<file path="src/rtl/id_ex_pipe_reg.sv">
// id_ex_pipe_reg
//   ID/EX pipeline register with valid/ready handshaking, an optional
//   2-entry skid buffer, synchronous flush and a saturating EX-idle counter.
//
// Ports
//   clk, reset        rising-edge clock, synchronous active-high reset
//   flush             synchronous squash of every held entry
//   in_valid/in_ready upstream (decode) handshake
//   in_*              decoded control, register data, immediate, specifiers
//   out_valid/out_ready downstream (execute) handshake
//   out_*             head entry; out_ctrl reads as zero while out_valid=0
//   bubble_cnt        saturating count of edges where EX was ready but idle
module id_ex_pipe_reg #(
  parameter int unsigned DATA_W     = 32,
  parameter int unsigned REG_ADDR_W = 5,
  parameter int unsigned CTRL_W     = 9,
  parameter int unsigned SKID       = 1,
  parameter int unsigned CNT_W      = 16
) (
  input  logic                  clk,
  input  logic                  reset,
  input  logic                  flush,
  input  logic                  in_valid,
  output logic                  in_ready,
  input  logic [CTRL_W-1:0]     in_ctrl,
  input  logic [DATA_W-1:0]     in_rs_data,
  input  logic [DATA_W-1:0]     in_rt_data,
  input  logic [DATA_W-1:0]     in_imm,
  input  logic [REG_ADDR_W-1:0] in_rs,
  input  logic [REG_ADDR_W-1:0] in_rt,
  input  logic [REG_ADDR_W-1:0] in_rd,
  output logic                  out_valid,
  input  logic                  out_ready,
  output logic [CTRL_W-1:0]     out_ctrl,
  output logic [DATA_W-1:0]     out_rs_data,
  output logic [DATA_W-1:0]     out_rt_data,
  output logic [DATA_W-1:0]     out_imm,
  output logic [REG_ADDR_W-1:0] out_rs,
  output logic [REG_ADDR_W-1:0] out_rt,
  output logic [REG_ADDR_W-1:0] out_rd,
  output logic [CNT_W-1:0]      bubble_cnt
);

  typedef struct packed {
    logic [CTRL_W-1:0]     ctrl;
    logic [DATA_W-1:0]     rs_data;
    logic [DATA_W-1:0]     rt_data;
    logic [DATA_W-1:0]     imm;
    logic [REG_ADDR_W-1:0] rs;
    logic [REG_ADDR_W-1:0] rt;
    logic [REG_ADDR_W-1:0] rd;
  } entry_t;

  // Encoding chosen so bit0 is the main valid bit and bit1 the skid valid
  // bit; in_ready can then come straight off a flop.
  typedef enum logic [1:0] {
    ST_EMPTY = 2'b00,
    ST_ONE   = 2'b01,
    ST_TWO   = 2'b11
  } state_t;

  state_t           r_state;
  entry_t           r_main;
  entry_t           r_skid;
  logic [CNT_W-1:0] r_bubble;

  entry_t w_in_entry;
  logic   w_out_valid;
  logic   w_in_ready;
  logic   w_in_fire;
  logic   w_out_fire;

  assign w_in_entry = '{ctrl: in_ctrl, rs_data: in_rs_data, rt_data: in_rt_data,
                        imm: in_imm, rs: in_rs, rt: in_rt, rd: in_rd};

  assign w_out_valid = r_state[0];
  // Skid variant: registered ready. Single-register variant: ready passes
  // through combinationally so a draining entry can be replaced in place.
  assign w_in_ready  = (SKID != 0) ? ~r_state[1] : (~r_state[0] | out_ready);
  assign w_in_fire   = in_valid & w_in_ready;
  assign w_out_fire  = w_out_valid & out_ready;

  always_ff @(posedge clk) begin
    if (reset) begin
      r_state <= ST_EMPTY;
      r_main  <= '0;
      r_skid  <= '0;
    end else if (flush) begin
      // Data registers keep their contents; only validity is squashed.
      r_state <= ST_EMPTY;
    end else if (SKID != 0) begin
      case (r_state)
        ST_EMPTY: begin
          if (w_in_fire) begin
            r_main  <= w_in_entry;
            r_state <= ST_ONE;
          end
        end
        ST_ONE: begin
          if (w_in_fire && w_out_fire) begin
            r_main <= w_in_entry;
          end else if (w_in_fire) begin
            r_skid  <= w_in_entry;
            r_state <= ST_TWO;
          end else if (w_out_fire) begin
            r_state <= ST_EMPTY;
          end
        end
        ST_TWO: begin
          if (w_out_fire) begin
            r_main  <= r_skid;
            r_state <= ST_ONE;
          end
        end
        default: r_state <= ST_EMPTY;
      endcase
    end else begin
      if (w_in_fire) begin
        r_main  <= w_in_entry;
        r_state <= ST_ONE;
      end else if (w_out_fire) begin
        r_state <= ST_EMPTY;
      end
    end
  end

  always_ff @(posedge clk) begin
    if (reset) begin
      r_bubble <= '0;
    end else if (!w_out_valid && out_ready && (r_bubble != '1)) begin
      r_bubble <= r_bubble + CNT_W'(1);
    end
  end

  assign in_ready    = w_in_ready;
  assign out_valid   = w_out_valid;
  // Bubbles carry no control so no write/branch side effects leak into EX.
  assign out_ctrl    = w_out_valid ? r_main.ctrl : '0;
  assign out_rs_data = r_main.rs_data;
  assign out_rt_data = r_main.rt_data;
  assign out_imm     = r_main.imm;
  assign out_rs      = r_main.rs;
  assign out_rt      = r_main.rt;
  assign out_rd      = r_main.rd;
  assign bubble_cnt  = r_bubble;

endmodule

</file>
<file path="config.mk">
export PLATFORM = sky130hd
export DESIGN_NAME = id_ex_pipe_reg
export DESIGN_NICKNAME = d
export VERILOG_FILES = /design/src/rtl/id_ex_pipe_reg.sv
export SDC_FILE = /design/constraint.sdc
export NUM_CORES = 1
export LEC_CHECK = 0
export ABC_AREA = 1
export CORE_UTILIZATION = 43
export DETAILED_ROUTE_END_ITERATION = 7
export GPL_TIMING_DRIVEN = 0
export PLACE_DENSITY = 0.69
export SYNTH_ARGS = -nofsm -noshare
export SYNTH_HDL_FRONTEND = slang
export SYNTH_SLANG_ARGS = --single-unit
</file>
<file path="constraint.sdc">
create_clock -name clk -period 5.1 [get_ports clk]
set_input_delay 1.02 -clock clk [delete_from_list [all_inputs] [get_ports clk]]
set_output_delay 1.02 -clock clk [all_outputs]
set_load 0.02 [all_outputs]
</file>
==> results_dict.tcl <==
set metrics [dict create \
    status "finished clean" \
    vdd_drop_max_v 0.0002522 \
    drv_slew 0 \
    final_nets 2035 \
    worstPathArrival_ns 1.94 \
    start_kind "register" \
    cts-resized-gates 0 \
    cts.sinks 258 \
    clkSlewWorstSetupHoldPaths_ns 0.06 \
    p_int_w 0.003845 \
    syn_inst 1612 \
    grt_max_degree 15 \
    p_per_area_nw_per_um2 331.7 \
    yosysTopAreaCell "dfxtp_1" \
    worstMarginPinSlew_ns 0.8278 \
    fin_crit_sh 0.5810 \
    power.share.clock 0.370 \
    die_area_um2 28300 \
    cap_violations 0 \
    synthesis.nets 1742 \
    seq_power_share 0.426 \
    netlist_area_um2 11880 \
    synth_seq_cells 258 \
    vias 10585 \
    wl_per_cell_um 13.61 \
    setup_viol 0 \
    worstSetupEndpointType "output pin" \
    area_growth_pct 33.19 \
    holdBufCountCts 0 \
    htree_levels 1 \
    dp_cells 2215 \
    hpwl_um 22900 \
    crit_type "reg -> out" \
    hold_viol 0 \
    core_region_area_um2 27030 \
    gp_congestion 0.8929 \
    hold_class "reg -> reg" \
    root_buffer "clkbuf_16" \
    finalClockSkew_ns 0.01059 \
    sw_frac_of_total 0.2676 \
    drt_iter0_drc 546 \
    rsz0062_at_grt "false" \
    synth.avg_cell_area_um2 7.371 \
    post_cts.repair.setup_buffers 0 \
    p_leak_nw 6.896 \
    vias_per_cell 4.669 \
    dieWidth_um 168.2 \
    register_area_um2 5165 \
    multi_input_area_um2 5229 \
    fmaxAchievable_mhz 337.5 \
    final_antenna_net_count 0 \
    period_needed_ns 2.963 \
    start_util 0.4396 \
    drt-total-wl_um 30860 \
    clkLatencyLatePin_ns 0.54 \
    yosysSeqAreaShare 0.4347 \
    cp.required_ns 4.08 \
    rows 60 \
    synth_area_leaders "dfxtp_1 43%, nor2_1 17%, mux2i_1 10%" \
    layout-drive-gt1-share 0.1174 \
    final_cells 2267 \
    grt_overflow_total 0 \
    relSlewSlack 0.4481 \
    die_y_um 168.2 \
    first_global_vias 9892 \
    drc 0 \
    drtPass1Iterations 5 \
    dpl-instance-area_um2 14930 \
    yosysTopAreaCellShare 0.4347 \
    setup_tns_ns 0 \
    grtUsageTotal 0.2134 \
    netlist-cell-type-count 24 \
    cts_max_path_buffers 3 \
    synth_warnings 0 \
    numCtsBuffers 29 \
    cts_tree "built" \
    antenna_found_initial 3 \
    io_buffers 262 \
    io_pins 263 \
    fillers 2561 \
    combinationalPowerShare 0.204 \
    design_area_um2 15830 \
    p_sw_w 0.001405 \
    grt_pass1_wl_um 48850 \
    final_core_util 0.5856 \
    crit_fanout 10 \
    fin_total_pwr_w 0.005250 \
]
[layout make-up]
type                       instances  area share
clock inverter                     8    0.002767
sequential                       258      0.3264
timing repair buffer             262      0.1657
clock buffer                      43     0.05361
buffer                           207     0.08808
inverter                          25    0.005930
antenna                            1   0.0001581
tap                              341     0.02696
multi-input combinational       1122      0.3304
[synthesized netlist by cell type (all sizes together)]
cell    instances
mux2i         120
clkbuf         30
nand3          15
inv            25
nor2          534
a21oi          10
nor3            4
nand2         309
or2             1
nand4           2
dfxtp         258
o21ai         121
buf           177
nand3b          1
ha              5
[worst paths after layout]
kind	startpoint	end	slack, ns	cells past startpoint
max	r_state[0]$_SDFFE_PP0P_	out_ctrl[7]	2.14	4
min	out_imm[0]$_SDFFE_PP0P_	out_imm[0]$_SDFFE_PP0P_	0.48	2
min reg2reg	out_imm[0]$_SDFFE_PP0P_	out_imm[0]$_SDFFE_PP0P_	0.48	2
max reg2reg	r_state[0]$_SDFFE_PP0P_	out_rt_data[14]$_SDFFE_PP0P_	2.84	11
[state kept, by name, indices dropped and copies added, names as in the netlist]
register     count
bubble_cnt      16
out_rs           5
out_rt           5
out_imm         32
r_skid         120
r_state          2
r_main           9
out_rt_data     32
out_rd           5
out_rs_data     32
[metal layers]
metal / vias to the layer above / GRT usage / share of wire
met3: 44 / 0.04466 / 0.063
met2: 259 / 0.3655 / 0.47
met5: - / 0 / 0.00071
met4: 4 / 0.06047 / 0.021
met1: 4734 / 0.2699 / 0.45
li1: 5544 / - / -
[through the flow]
stage	setup WS (ns)	hold WS [ns]
floorplan	3.055	0.4549
global placement	2.113	0.4651
detailed placement	2.080	0.4734
CTS	2.101	0.4862
global route	1.979	0.5017
finish	2.137	0.4822
[power groups by stage]
stage / clock network (W) / logic (W) / registers [W]
global route: 0.00208 / 0.00117 / 0.00225
detailed placement: 0 / 0.00107 / 0.00228
floorplan: 0 / 0.000656 / 0.00226
finish: 0.00194 / 0.00107 / 0.00224
CTS: 0.00199 / 0.00108 / 0.00224
global placement: 0 / 0.00107 / 0.00227
[cell usage in the layout (no fill, tap or decap), drive strengths merged]
master           n
mux2i          120
clkinv           7
clkdlybuf4s50  262
buf            177
clkbuf          73
ha               5
nand2          309
dfxtp          258
nand3           15
nand4            2
nor2           534
nand3b           1
a21oi           10
nor3             4
or2              1
o21ai          121
diode            1
inv             26
[worst max-delay path: stages, from the launching register on]
cell,delay (ns)
dfxtp_1,0.40
buf_2,0.25
nand2_1,0.11
inv_1,0.06
clkdlybuf4s50_1,0.59
[kinds of logic after synthesis]
kind of cell               count (synthesis)  synth area share
adders and majority gates                  5          0.005265
and+or+nand+nor                          866            0.2785
AOI/OAI and AO/OA                        131           0.05518
buffers and inverters                    232            0.1252
muxes                                    120            0.1011
DFF                                      258            0.4347
Power figures use the tool's default switching activity.
